[src/rtl/letter_pool.sv]
// letter_pool: active-letter store for the falling-letter typing game.
// Captures the generator outputs every SPAWN_FRAMES frames, advances each
// letter once per frame tick, retires letters that are typed (score) or that
// reach BOTTOM (miss), and offers a zero-latency slot readout for the renderer.
//
// Ports:
//   clk, rst                 clock, asynchronous active-high reset
//   gen_ch/speed/x/y         generator character, speed, start row, column
//   tick                     one-cycle pulse per video frame
//   key_valid, key_ch        one-cycle key strobe and ASCII code
//   rd_idx                   slot selected for readout
//   rd_valid/ch/x/y          combinational readout of slot rd_idx
//   score, miss, game_over   registered game status
//
// Optional: define LETTER_POOL_SPEEDUP_EN to add min(score[15:4],3) to each
// letter's per-frame step.
module letter_pool #(
  parameter int unsigned SLOTS        = 8,
  parameter int unsigned SPAWN_FRAMES = 60,
  parameter int unsigned BOTTOM       = 480,
  parameter int unsigned MAX_MISS     = 10
) (
  input  logic                     clk,
  input  logic                     rst,
  input  logic [7:0]               gen_ch,
  input  logic [3:0]               gen_speed,
  input  logic [8:0]               gen_x,
  input  logic [9:0]               gen_y,
  input  logic                     tick,
  input  logic                     key_valid,
  input  logic [7:0]               key_ch,
  input  logic [$clog2(SLOTS)-1:0] rd_idx,
  output logic                     rd_valid,
  output logic [7:0]               rd_ch,
  output logic [8:0]               rd_x,
  output logic [9:0]               rd_y,
  output logic [15:0]              score,
  output logic [7:0]               miss,
  output logic                     game_over
);

  localparam int unsigned IDX_W = $clog2(SLOTS);
  localparam int unsigned CNT_W = (SPAWN_FRAMES > 1) ? $clog2(SPAWN_FRAMES) : 1;

  typedef enum logic [2:0] {
    S_IDLE,
    S_MOVE,
    S_SPAWN,
    S_KEY,
    S_OVER
  } state_t;

  state_t             state_q, state_n;
  logic [IDX_W-1:0]   idx_q, idx_n;
  logic [CNT_W-1:0]   cnt_q, cnt_n;
  logic               pend_q, pend_n;
  logic [7:0]         key_q, key_n;
  logic               valid_q [SLOTS];
  logic               valid_n [SLOTS];
  logic [7:0]         ch_q    [SLOTS];
  logic [7:0]         ch_n    [SLOTS];
  logic [8:0]         x_q     [SLOTS];
  logic [8:0]         x_n     [SLOTS];
  logic [9:0]         y_q     [SLOTS];
  logic [9:0]         y_n     [SLOTS];
  logic [3:0]         spd_q   [SLOTS];
  logic [3:0]         spd_n   [SLOTS];
  logic [15:0]        score_q, score_n;
  logic [7:0]         miss_q, miss_n;
  logic               over_q;
  logic [4:0]         step;
  logic [9:0]         nx;
  logic               found;

  // Per-frame displacement of the slot currently being moved.
`ifdef LETTER_POOL_SPEEDUP_EN
  logic [1:0] level;
  assign level = (score_q[15:4] > 12'd3) ? 2'd3 : score_q[5:4];
  assign step  = 5'(spd_q[idx_q]) + 5'(level);
`else
  assign step  = 5'(spd_q[idx_q]);
`endif

  // Zero-latency readout for the renderer.
  assign rd_valid  = valid_q[rd_idx];
  assign rd_ch     = ch_q[rd_idx];
  assign rd_x      = x_q[rd_idx];
  assign rd_y      = y_q[rd_idx];
  assign score     = score_q;
  assign miss      = miss_q;
  assign game_over = over_q;

  // State and datapath registers.
  always_ff @(posedge clk or posedge rst) begin
    if (rst) begin
      state_q <= S_IDLE;
      idx_q   <= '0;
      cnt_q   <= '0;
      pend_q  <= 1'b0;
      key_q   <= '0;
      score_q <= '0;
      miss_q  <= '0;
      over_q  <= 1'b0;
      for (int i = 0; i < SLOTS; i++) begin
        valid_q[i] <= 1'b0;
        ch_q[i]    <= '0;
        x_q[i]     <= '0;
        y_q[i]     <= '0;
        spd_q[i]   <= '0;
      end
    end else begin
      state_q <= state_n;
      idx_q   <= idx_n;
      cnt_q   <= cnt_n;
      pend_q  <= pend_n;
      key_q   <= key_n;
      score_q <= score_n;
      miss_q  <= miss_n;
      over_q  <= (state_n == S_OVER);
      for (int i = 0; i < SLOTS; i++) begin
        valid_q[i] <= valid_n[i];
        ch_q[i]    <= ch_n[i];
        x_q[i]     <= x_n[i];
        y_q[i]     <= y_n[i];
        spd_q[i]   <= spd_n[i];
      end
    end
  end

  // Next-state and slot update logic.
  always_comb begin
    state_n = state_q;
    idx_n   = idx_q;
    cnt_n   = cnt_q;
    pend_n  = pend_q;
    key_n   = key_q;
    score_n = score_q;
    miss_n  = miss_q;
    valid_n = valid_q;
    ch_n    = ch_q;
    x_n     = x_q;
    y_n     = y_q;
    spd_n   = spd_q;
    nx      = '0;
    found   = 1'b0;

    // A miss count at the limit pre-empts whatever the sweep was doing.
    if (state_q != S_OVER && miss_q >= 8'(MAX_MISS)) begin
      state_n = S_OVER;
    end else begin
      // Keys arriving mid-sweep are held one deep; later ones are dropped.
      if ((state_q == S_MOVE || state_q == S_SPAWN) && key_valid && !pend_q) begin
        pend_n = 1'b1;
        key_n  = key_ch;
      end

      case (state_q)
        S_IDLE: begin
          if (tick) begin
            state_n = S_MOVE;
            idx_n   = '0;
            if (key_valid && !pend_q) begin
              pend_n = 1'b1;
              key_n  = key_ch;
            end
          end else if (pend_q) begin
            state_n = S_KEY;
          end else if (key_valid) begin
            key_n   = key_ch;
            state_n = S_KEY;
          end
        end

        S_MOVE: begin
          if (valid_q[idx_q]) begin
            nx = 10'(x_q[idx_q]) + 10'(step);
            if (nx >= 10'(BOTTOM)) begin
              valid_n[idx_q] = 1'b0;
              if (miss_q != 8'hFF) miss_n = miss_q + 8'd1;
            end else begin
              x_n[idx_q] = nx[8:0];
            end
          end
          if (idx_q == IDX_W'(SLOTS - 1)) begin
            if (cnt_q == CNT_W'(SPAWN_FRAMES - 1)) begin
              cnt_n   = '0;
              state_n = S_SPAWN;
            end else begin
              cnt_n   = cnt_q + CNT_W'(1);
              state_n = S_IDLE;
            end
          end else begin
            idx_n = idx_q + IDX_W'(1);
          end
        end

        S_SPAWN: begin
          // Lowest free slot takes the generator outputs; a full pool drops it.
          for (int i = 0; i < SLOTS; i++) begin
            if (!found && !valid_q[i]) begin
              found      = 1'b1;
              valid_n[i] = 1'b1;
              ch_n[i]    = gen_ch;
              x_n[i]     = gen_x;
              y_n[i]     = gen_y;
              spd_n[i]   = (gen_speed == 4'd0) ? 4'd1 : gen_speed;
            end
          end
          state_n = S_IDLE;
        end

        S_KEY: begin
          for (int i = 0; i < SLOTS; i++) begin
            if (!found && valid_q[i] && ch_q[i] == key_q) begin
              found      = 1'b1;
              valid_n[i] = 1'b0;
            end
          end
          if (found && score_q != 16'hFFFF) score_n = score_q + 16'd1;
          // The processed key is consumed; a key arriving now becomes pending.
          pend_n = key_valid;
          if (key_valid) key_n = key_ch;
          state_n = S_IDLE;
        end

        S_OVER: begin
          state_n = S_OVER;
        end

        default: begin
          state_n = S_IDLE;
        end
      endcase
    end
  end

endmodule
[config.mk]
export PLATFORM = sky130hd
export DESIGN_NAME = letter_pool
export DESIGN_NICKNAME = d
export VERILOG_FILES = /design/src/rtl/letter_pool.sv
export SDC_FILE = /design/constraint.sdc
export NUM_CORES = 1
export LEC_CHECK = 0
export CAP_MARGIN = 20
export CELL_PAD_IN_SITES_DETAIL_PLACEMENT = 1
export CELL_PAD_IN_SITES_GLOBAL_PLACEMENT = 1
export CORE_MARGIN = 4
export CORE_UTILIZATION = 49
export CTS_BUF_LIST = sky130_fd_sc_hd__clkbuf_4 sky130_fd_sc_hd__clkbuf_8 sky130_fd_sc_hd__clkbuf_16
export CTS_CLUSTER_SIZE = 10
export DETAILED_ROUTE_END_ITERATION = 6
export PLACE_DENSITY = 0.81
export SETUP_SLACK_MARGIN = 0.3
export SLEW_MARGIN = 20
export SYNTH_ARGS = -nofsm -noshare
export SYNTH_HDL_FRONTEND = slang
export SYNTH_SLANG_ARGS = --single-unit
[constraint.sdc]
create_clock -name clk -period 12.68 [get_ports clk]
set_clock_uncertainty 0.2 [all_clocks]
set_input_delay 2.536 -clock clk [delete_from_list [all_inputs] [get_ports clk]]
set_output_delay 2.536 -clock clk [all_outputs]
set_load 0.01 [all_outputs]
---- After elaboration in Yosys (flattened, before gate mapping) ----
Cells that the tools add are included.
storage, ports and cells
  register bits after elaboration ......... 302
  output and inout bits ................... 53
  logic and storage cells ................. 309
  input bits .............................. 46
cells by class
  add/subtract/negate cells ............... 5
  reductions and logical operators ........ 84
  order comparisons ....................... 5
  bitwise gates (word level) .............. 6
  mux-type cells .......................... 122
  eq/ne operators ......................... 39
operators with widths
  cell                                                                      number
  72-bit two-way mux                                                        2
  72-bit one-hot mux with 2 select lines                                    1
  9-bit two-way mux                                                         13
  72-bit bitwise mux                                                        1
  8-bit two-way mux                                                         9
  1-bit two-way mux                                                         68
  8-bit == test                                                             8
  9-bit binary-select mux with 3-bit select                                 2
  5-bit AND reduction                                                       10
  6-bit AND reduction                                                       7
  10-bit binary-select mux with 3-bit select                                1
  3-bit AND reduction                                                       10
  1-bit logical AND                                                         28
  9-bit demux with 3-bit select                                             1
  8-bit binary-select mux with 3-bit select                                 1
  2-bit inequality test (second input constant)                             12
  8-bit one-hot mux with 3 select lines                                     1
  1-bit zero test                                                           22
  3-bit two-way mux                                                         7
  10-bit two-way mux                                                        2
  2-bit by 1-bit inequality test with 1-bit output (second input constant)  9
  16-bit by 1-bit adder with 16-bit output (second input constant)          1
  16-bit inequality test (second input constant)                            1
  8-bit one-hot mux with 2 select lines                                     1
  other kinds (33)                                                          43

---- Logic depth before layout (Yosys ltp) ----
Gate-level depths: netlist of the first run.
  word-level depth ........................ 49
  depth in mapped cells ................... 19
  mapped depth without buffers ............ 14

---- Least setup slack after synthesis of the first run ----
Ideal clock, no wire load.
  kind .................................... input to output
  start point ............................. input rd_idx[0]
  end point ............................... output rd_ch[0]
  cell stages on the path ................. 4
  path buffers ............................ 2
  required time ........................... 9.944 ns
  arrival time ............................ 4.364 ns
  slack ................................... 5.580 ns
  cell sequence ........................... clkbuf_1 -> buf_1 -> mux4_2 -> mux2_2
on the way
  longest elaborated chain between the ends .. 4
RTL lines
  element                                                 line  RTL
  start, declared                                         32    input logic [$clog2(SLOTS)-1:0] rd_idx,
  3-bit inverter with 4-bit output (implied by the code)  86    assign rd_ch = ch_q[rd_idx];
  8-bit binary-select mux with 3-bit select               86
  8-bit two-way mux (implied by the code) (2 in series)   86
  end, declared                                           34    output logic [7:0] rd_ch,
No other way between the ends. The select of a mux whose other input is x is not followed.

---- Worst setup path after layout of the first run ----
  start point ............................. input rd_idx[0]
  end point ............................... output rd_ch[7]
The elaborated chain is that of the path after synthesis.

==> impl_metrics.yaml, run 1 <==
cts:
  cts_hold_buf: 0
  cts.sinks: 302
  htree_levels: 2
  ctsResizeCount: 0
  cts_made_buffers: 37
  path_clk_slew_ns: 0.05
  clk_latency_ns: 0.53
  cts_tree: "yes"
  root_buffer: "clkbuf_16"
  postCtsSetupBuffers: 0
  clockBufferDepth: 3
cells_and_area:
  n_antenna_cell: 0
  postLayoutCellArea_mm2: 0.01862
  final_common_cell: "dfrtp_1"
  syn_to_final_growth_pct: 14.92
  drive_gt1_frac: 0.2685
  layout_common_cells: "301 x dfrtp_1, 229 x mux2_2, 190 x nand2_1"
  finalNetCount: 1500
grt:
  grt_overflow_total: 0
  grt_max_degree: 120
  grt_first_pass_wirelength_um: 76690
  track_usage: 0.2707
  antenna_found_initial: 0
  first_global_vias: 13000
timing:
  slew_violations: 0
  max_freq_mhz: 128.1
  hold_viol: 0
  slew_headroom: 0.2657
  period_needed_ns: 7.804
  setup_violations: 0
  tightestPinTransition_ns: 1.101
  rsz0062_at_grt: "no"
  period_share: 0.6154
  finalSetupTns_ns: 0
die:
  core_area_mm2: 0.03254
  start_util: 0.4979
  dieArea_mm2: 0.03604
  io_pins: 99
  dieWidth_um: 189.8
  die_h_um: 189.8
  num_rows: 66
synthesis:
  synthArstFlopShare: 1.000
  syn_nets: 1428
  synth_cells: 1371
  netlist_area_mm2: 0.01620
  ys.flop_type: "dfrtp_1"
  ys_types: 69
  synth_enable_flop_cells: 0
  ys_seq_area_frac: 0.4665
  ys_seq_elements: 302
  syn_area_per_cell_um2: 11.82
  yosysWarningCount: 0
route:
  met3_length_um: 2589
  drt_iter0_drc: 776
  ant_nets: 0
  drt-wirelength-per-cell_um: 25.48
  route.met2.wl_um: 24020
  top_layer_used: "met4"
  wl_met1_um: 20460
  wl_um: 48360
  drt_first_pass_iters: 5
  via_per_inst: 6.242
  vias: 11850
  drc: 0
setup_path:
  slowest_stage: "buf_4"
  crit_type: "in2out"
  startpoint_type: "primary input"
  crit_fanout: 30
  cp_slowest_stage_delay_ns: 0.63
  crit_required_ns: 9.94
  arrival_ns: 5.07
  path_cells: "buf_4, buf_4, mux4_2, mux2_2, clkdlybuf4s50_1"
  endpoint_kind: "output port"
  critPathMostFrequentCell: "buf_4"
pwr:
  peakVddDrop_uv: 110.4
  power_density_mw_per_mm2: 201.7
  p_leak_nw: 8.013
worst_hold_path:
  hold_path_class: "reg2reg"
place:
  gp_congestion: 0.8781
  postPlaceCellArea_mm2: 0.01753
  io_buffers: 98
  dpl.hpwl_um: 30750
status:
  status: "finished, final reports clean"
run:
  cap_violations: 0
-- registers in the layout, summed over array words and instances (netlist names), 6 cells and up --
name / flops
ch_q: 64
cnt_q: 6
key_q: 8
miss: 8
score: 16
spd_q: 32
valid_q: 8
x_q: 72
y_q: 80
-- cell type report --
cell class              instances  area [um2]
fillers                      3345       13920
multi-input cells             957        8198
flip-flops and latches        302        7559
repair buffers                117        1111
clock buffers                  49        1040
well taps                     442       553.0
inverters                      28       112.6
clock inverters                 3       45.04
-- worst max-delay path: cells and delay by family --
kind,cells,cell delay [ns]
buffers and inverters,3,1.59
muxes,2,0.88
-- through the flow --
stage | cells | utilization | setup WS (ns) | hold WS (ns) | power, mW
3_3_place_gp | 1846 | 0.5389 | 4.914 | 0.1904 | 2.690
5_1_grt | 1898 | 0.5722 | 4.704 | 0.2287 | 3.944
6_report | 1898 | 0.5722 | 4.876 | 0.2019 | 3.756
3_5_place_dp | 1846 | 0.5389 | 4.824 | 0.1920 | 2.757
4_1_cts | 1898 | 0.5722 | 4.794 | 0.2037 | 3.756
2_1_floorplan | 1371 | - | 1.598 | 0.2403 | 2.306
-- layer usage --
metal	vias up	track usage
li1	5103	-
met1	6282	0.3696
met2	370	0.4541
met3	92	0.04018
met4	0	0.07763
met5	-	0
-- logic make-up (layout without fill, tap and decap cells) --
group | count (synthesis) | count (layout) | synth area share
simple gates | 348 | 348 | 0.09863
mux | 327 | 327 | 0.2699
flops | 302 | 302 | 0.4665
compound gates | 184 | 184 | 0.08017
buf+inv | 112 | 197 | 0.02881
xor+xnor | 87 | 87 | 0.04703
fa+ha+maj | 11 | 11 | 0.008959
-- report_power, final --
| part | internal [mW] | switching, mW | total (mW) |
|---|---|---|---|
| registers | 1.16 | 0.236 | 1.39 |
| logic | 0.622 | 0.762 | 1.38 |
| clock network | 0.573 | 0.407 | 0.979 |
| total | 2.35 | 1.40 | 3.76 |
-- Yosys cell counts (all sizes together), types with 3 or more instances --
master,count,share of area
dfrtp,302,0.47
mux2,236,0.17
nand2,190,0.044
o21ai,73,0.023
mux4,60,0.084
xnor2,60,0.032
clkbuf,47,0.011
buf,37,0.011
nor2,32,0.0074
mux2i,31,0.020
inv,28,0.0065
nand3,28,0.0086
xor2,27,0.015
a21oi,26,0.0080
nor3,19,0.0059
a31oi,17,0.0066
a22oi,15,0.0081
nand4,15,0.0058
nor4,12,0.0046
and2,10,0.0039
ha,10,0.0077
nor2b,9,0.0035
nand2b,7,0.0027
a41oi,6,0.010
or3,6,0.0023
and3,5,0.0019
o22ai,5,0.0023
a221oi,4,0.0022
o21bai,4,0.0019
a211oi,3,0.0014
a311oi,3,0.0016
a32oi,3,0.0016
nor3b,3,0.0017
o31ai,3,0.0014
-- worst paths after layout --
kind | start | endpoint | slack (ns) | cells past startpoint
worst max-delay path | rd_idx[0] | rd_ch[7] | 4.88 | 5
worst min-delay path | miss[6] | miss[6] | 0.20 | 0
worst max register to register | idx_q[0] | x_q[62] | 7.14 | 14
worst min register to register | miss[6] | miss[6] | 0.20 | 0
max in group asynchronous | rst | y_q[37] | 7.78 | 4
min in group asynchronous | rst | ch_q[62] | 2.42 | 2
No activity file was read; power rests on OpenSTA's default activity.
==> run 2: changes to the inputs <==
Settings changed: CORE_UTILIZATION 49 to 44, PLACE_DENSITY 0.81 to 0.76.
Clock period 12.68 ns to 6.5 ns, I/O delays scaled along.
==> run 2 against run 1 <==
  * Die area up 11%
  * Global-route usage fell by 1.9 points
  * Hold slack worse by 0.0058 ns
  * Register-to-register slack worse by 5.9 ns
  * Combinational power up 93%
  * Final area increased by 1.2%
  * Non-clock buffer count up 9
  * Routed wire length up 1.7%
  * Utilization is 5.5 points lower
  * Sequential share of layout area fell by 0.47 points
  * Sequential power rose by 100%
  * Largest cell class unchanged
  * Highest routed layer is now met5
==> impl_metrics.yaml, run 2 (synthesis results as in run 1) <==
timing:
  period_share: 0.8084
  slew_violations: 0
  rsz0062_at_grt: "no"
  max_freq_mhz: 190.3
  hold_viol: 0
  period_needed_ns: 5.254
  slew_headroom: 0.2383
  setup_violations: 0
  tightestPinTransition_ns: 1.136
  finalSetupTns_ns: 0
  whs_ns: 0.1960
  layout_setup_ws_ns: 1.246
setup_path:
  worst_r2r_endpoint: "x_q[23]"
  endpoint_kind: "register"
  crit_type: "reg2reg"
  reg2reg_depth: 12
  arrival_ns: 5.48
  crit_required_ns: 6.73
  startpoint_type: "register"
  r2r_start: "idx_q[1]"
  startpoint: "idx_q[1]"
  r2r_slack_ns: 1.25
  crit_end: "x_q[23]"
  crit_fanout: 38
cells_and_area:
  drive_gt1_frac: 0.2740
  fin_util: 0.5170
  finalNetCount: 1510
  fillers: 3761
  syn_to_final_growth_pct: 16.28
  final_common_cell: "dfrtp_1"
  reg.largest.list: "y_q x80, x_q x72, ch_q x64"
  top_register: "y_q"
  layout_common_cells: "301 x dfrtp_1, 229 x mux2_2, 190 x nand2_1"
  stdcell_count: 1936
  largest_reg_flops: 80
pwr:
  peakVddDrop_uv: 200.2
  power_density_mw_per_mm2: 396.7
  p_leak_nw: 8.103
route:
  ant_nets: 0
  via_per_inst: 6.051
  drt-wirelength-per-cell_um: 25.42
  drt_first_pass_iters: 5
  wl_um: 49210
  drc: 0
  vias: 11720
  drt_iter0_drc: 781
grt:
  grt_max_degree: 176
  grt_first_pass_wirelength_um: 77690
  first_global_vias: 12920
  track_usage: 0.2515
  antenna_found_initial: 2
  grt_overflow_total: 0
place:
  dp_cells: 1880
  dpl_worst_slack_ns: 1.322
  io_buffers: 98
  dpl.hpwl_um: 32560
  gp_congestion: 0.8629
cts:
  clk_latency_ns: 0.56
  ctsResizeCount: 0
  htree_levels: 2
  root_buffer: "clkbuf_16"
  cts_tree: "yes"
  postCtsSetupBuffers: 0
  cts_made_buffers: 38
  cts_hold_buf: 0
  path_clk_slew_ns: 0.06
  clockBufferDepth: 3
  cts.sinks: 302
status:
  status: "finished, final reports clean"
run:
  cap_violations: 0
die:
  core_area_mm2: 0.03643
  start_util: 0.4446
  die_h_um: 199.9
  num_rows: 70
  dieWidth_um: 199.9
  dieArea_mm2: 0.03995
  io_pins: 99
worst_hold_path:
  hold_path_class: "reg2reg"
[run 2: area by class of cell]
| type | count | area (um2) | share of cell area |
|---|---|---|---|
| Multi-Input combinational cell | 957 | 8198 | 0.4352 |
| Sequential cell | 302 | 7559 | 0.4012 |
| Timing Repair Buffer | 126 | 1229 | 0.06522 |
| Clock buffer | 48 | 1050 | 0.05573 |
| Tap cell | 468 | 585.6 | 0.03108 |
| Inverter | 28 | 108.9 | 0.005778 |
| Clock inverter | 6 | 106.4 | 0.005646 |
| Antenna cell | 1 | 2.502 | 0.0001328 |
[run 2: through the flow]
stage / power [mW] / cell area (um2)
after global routing: 7.862 / 18840
after global placement: 5.328 / 17660
after detailed placement: 5.420 / 17660
final: 7.473 / 18840
after CTS: 7.485 / 18820
after floorplan: 4.500 / 16200
[run 2: worst min-delay path by stage]
stage,startpoint,to,slack (ns),cells after the start
CTS,miss[6],miss[6],0.20,0
floorplan,y_q[50],y_q[50],0.24,2
global route,miss[5],miss[5],0.22,0
finish,miss[6],miss[6],0.20,0
detailed placement,miss[6],miss[6],0.19,0
global placement,miss[7],miss[7],0.19,0
[run 2: power breakdown]
group | internal (mW) | switching [mW]
registers | 2.25 | 0.523
logic | 1.24 | 1.43
clock network | 1.21 | 0.814
[run 2: metal layers]
metal	GRT usage	share of wire	vias up
met3	0.05270	0.056	95
met4	0.08403	0.029	2
li1	-	-	5120
met1	0.3387	0.43	6188
met5	0	0.00037	-
met2	0.4103	0.48	310
[run 2: critical path: stages (launching register included)]
cell	delay, ns
dfrtp_2	0.72
nor3_1	0.75
buf_4	0.29
a22oi_1	0.08
nand4_1	0.17
ha_1	0.25
a21o_1	0.18
a21oi_1	0.33
o21ba_2	0.22
o22ai_2	0.10
a22oi_2	0.85
a41oi_4	0.55
mux2_2	0.43
==> run 3: changes to the inputs <==
Clock period 6.5 ns to 4.8 ns, I/O delays scaled along.
==> run 3 against run 2 <==
  * First-iteration DRC count increased by 1.2%
  * Die area is the same
  * Critical endpoint is now x_q[5]
  * Via count is 1.8% higher
  * Largest cell class unchanged
  * Hold slack better by 0.0052 ns
  * Power up 36%
  * Non-clock buffer count is 27 higher
  * Final cell count is 1.2% higher
  * Utilization grew 0.62 points
  * Sequential share of layout area is 0.46 points lower
  * Worst setup slack worse by 0.83 ns
  * Largest power group is now combinational logic
  * Critical path depth grew 3
==> impl_metrics.yaml, run 3 (synthesis results as in run 1) <==
status:
  status: "finished, final reports clean"
place:
  dpl_worst_slack_ns: 0.3207
  dpl.hpwl_um: 33380
  postPlaceCellArea_mm2: 0.01787
  dp_cells: 1902
  io_buffers: 98
  gp_congestion: 0.9138
grt:
  track_usage: 0.2548
  grt_max_degree: 94
  antenna_found_initial: 0
  first_global_vias: 13090
  grt_overflow_total: 0
  grt_first_pass_wirelength_um: 78680
route:
  met3_length_um: 2873
  drc: 0
  drt-wirelength-per-cell_um: 25.82
  ant_nets: 0
  route.met2.wl_um: 24700
  wl_met1_um: 21450
  drt_first_pass_iters: 7
  top_layer_used: "met4"
  drt_iter0_drc: 790
  via_per_inst: 6.082
  wl_um: 50610
  vias: 11920
cells_and_area:
  fillers: 3765
  largest_reg_flops: 80
  final_common_cell: "dfrtp_1"
  layout_common_cells: "301 x dfrtp_1, 229 x mux2_2, 190 x nand2_1"
  reg.largest.list: "y_q x80, x_q x72, ch_q x64"
  syn_to_final_growth_pct: 17.68
  drive_gt1_frac: 0.2869
  n_antenna_cell: 0
  finalNetCount: 1536
  postLayoutCellArea_mm2: 0.01906
  stdcell_count: 1960
  top_register: "y_q"
  fin_util: 0.5232
die:
  num_rows: 70
  dieWidth_um: 199.9
  io_pins: 99
  start_util: 0.4446
  dieArea_mm2: 0.03995
  core_area_mm2: 0.03643
  die_h_um: 199.9
setup_path:
  arrival_ns: 4.60
  endpoint_kind: "register"
  crit_fanout: 11
  crit_type: "reg2reg"
  startpoint: "idx_q[0]"
  cp_slowest_stage_delay_ns: 0.49
  worst_r2r_endpoint: "x_q[5]"
  startpoint_type: "register"
  reg2reg_depth: 15
  critPathMostFrequentCell: "buf_4"
  r2r_start: "idx_q[0]"
  slowest_stage: "fa_1"
  path_cells: "buf_4, nor2_1, and2_1, buf_4, a22oi_1, nand4_1, fa_1, a21oi_1, o21ba_2, nand3b_1, nor3b_2, a22oi_2, buf_4, a41oi_4, mux2_2"
  crit_required_ns: 5.02
  r2r_slack_ns: 0.42
pwr:
  p_int_mw: 6.339
  clockPowerShare: 0.257
  p_seq_frac: 0.365
  peakVddDrop_uv: 269.0
  power_density_mw_per_mm2: 532.2
  totalPowerFinal_mw: 10.15
  p_switching_mw: 3.807
  p_leak_nw: 8.239
  swShare: 0.3752
  pwr-share-comb: 0.378
cts:
  cts_hold_buf: 0
  clk_latency_ns: 0.53
  path_clk_slew_ns: 0.06
  htree_levels: 2
  cts.sinks: 302
  clockBufferDepth: 3
  root_buffer: "clkbuf_16"
  cts_tree: "yes"
  cts_made_buffers: 37
timing:
  layout_setup_ws_ns: 0.4154
  slew_headroom: 0.3637
  period_needed_ns: 4.385
  tightestPinTransition_ns: 0.9545
  slew_violations: 0
  period_share: 0.9135
  hold_viol: 0
  max_freq_mhz: 228.1
  setup_violations: 0
  rsz0062_at_grt: "no"
worst_hold_path:
  hold_depth: 0
  hold_path_class: "reg2reg"
  hold_path_end: "miss[5]"
  min_from: "miss[5]"
run:
  cap_violations: 0
-- run 3: cell count changes in the layout (fill, tap and decap cells not counted), moves of 2 or more --
cell,change
bufinv_16,-2
clkbuf_8,+3
buf_12,+6
buf_4,+21
-- run 3: per-layer routing --
| metal | vias up | global-route usage |
|---|---|---|
| met5 | - | 0 |
| met2 | 388 | 0.4201 |
| met1 | 6234 | 0.3432 |
| met4 | 0 | 0.09233 |
| met3 | 108 | 0.04246 |
| li1 | 5191 | - |
-- run 3: timing repair --
item / in CTS / in global routing
endpoints found under the setup margin: 0 / 68
setup buffers: 0 / 6
resized for setup: 0 / 2
-- run 3: stage by stage --
step | setup TNS, ns | hold slack (ns)
4_1_cts | 0 | 0.2071
2_1_floorplan | -113.26 | 0.2403
3_3_place_gp | 0 | 0.1884
5_1_grt | 0 | 0.2227
3_5_place_dp | 0 | 0.1946
6_report | 0 | 0.2013
-- run 3: cell type report --
type | count | area (um2) | area share
well taps | 468 | 585.6 | 0.03071
clock inverters | 3 | 41.29 | 0.002166
clock buffers | 49 | 1059 | 0.05552
flip-flops and latches | 302 | 7561 | 0.3966
multi-input cells | 957 | 8203 | 0.4303
inverters | 28 | 108.9 | 0.005710
repair buffers | 153 | 1506 | 0.07902
-- run 3: power groups by stage --
stage / sequential [mW] / combinational, mW / clock [mW]
after floorplan: 3.35 / 2.74 / 0
after global placement: 3.67 / 3.63 / 0
after detailed placement: 3.71 / 3.73 / 0
after CTS: 3.68 / 3.77 / 2.67
after global routing: 3.76 / 4.11 / 2.78
final: 3.70 / 3.83 / 2.61
-- run 3: how the worst max path moves through the flow --
stage               to  slack (ns)  cells past startpoint
2_1_floorplan  ch_q[0]       -0.38                      1
3_3_place_gp   x_q[43]        0.43                     13
3_5_place_dp   x_q[42]        0.32                     13
4_1_cts        x_q[42]        0.30                     13
5_1_grt        x_q[32]        0.31                     15
6_report        x_q[5]        0.42                     15
-- run 3: worst max-delay path, delay by kind of cell, from the launching register on --
kind            cells  cell delay [ns]
compound gates      5             1.20
simple gates        5             0.95
buf+inv             3             0.62
fa+ha+maj           1             0.49
mux                 1             0.40
flops               1             0.39
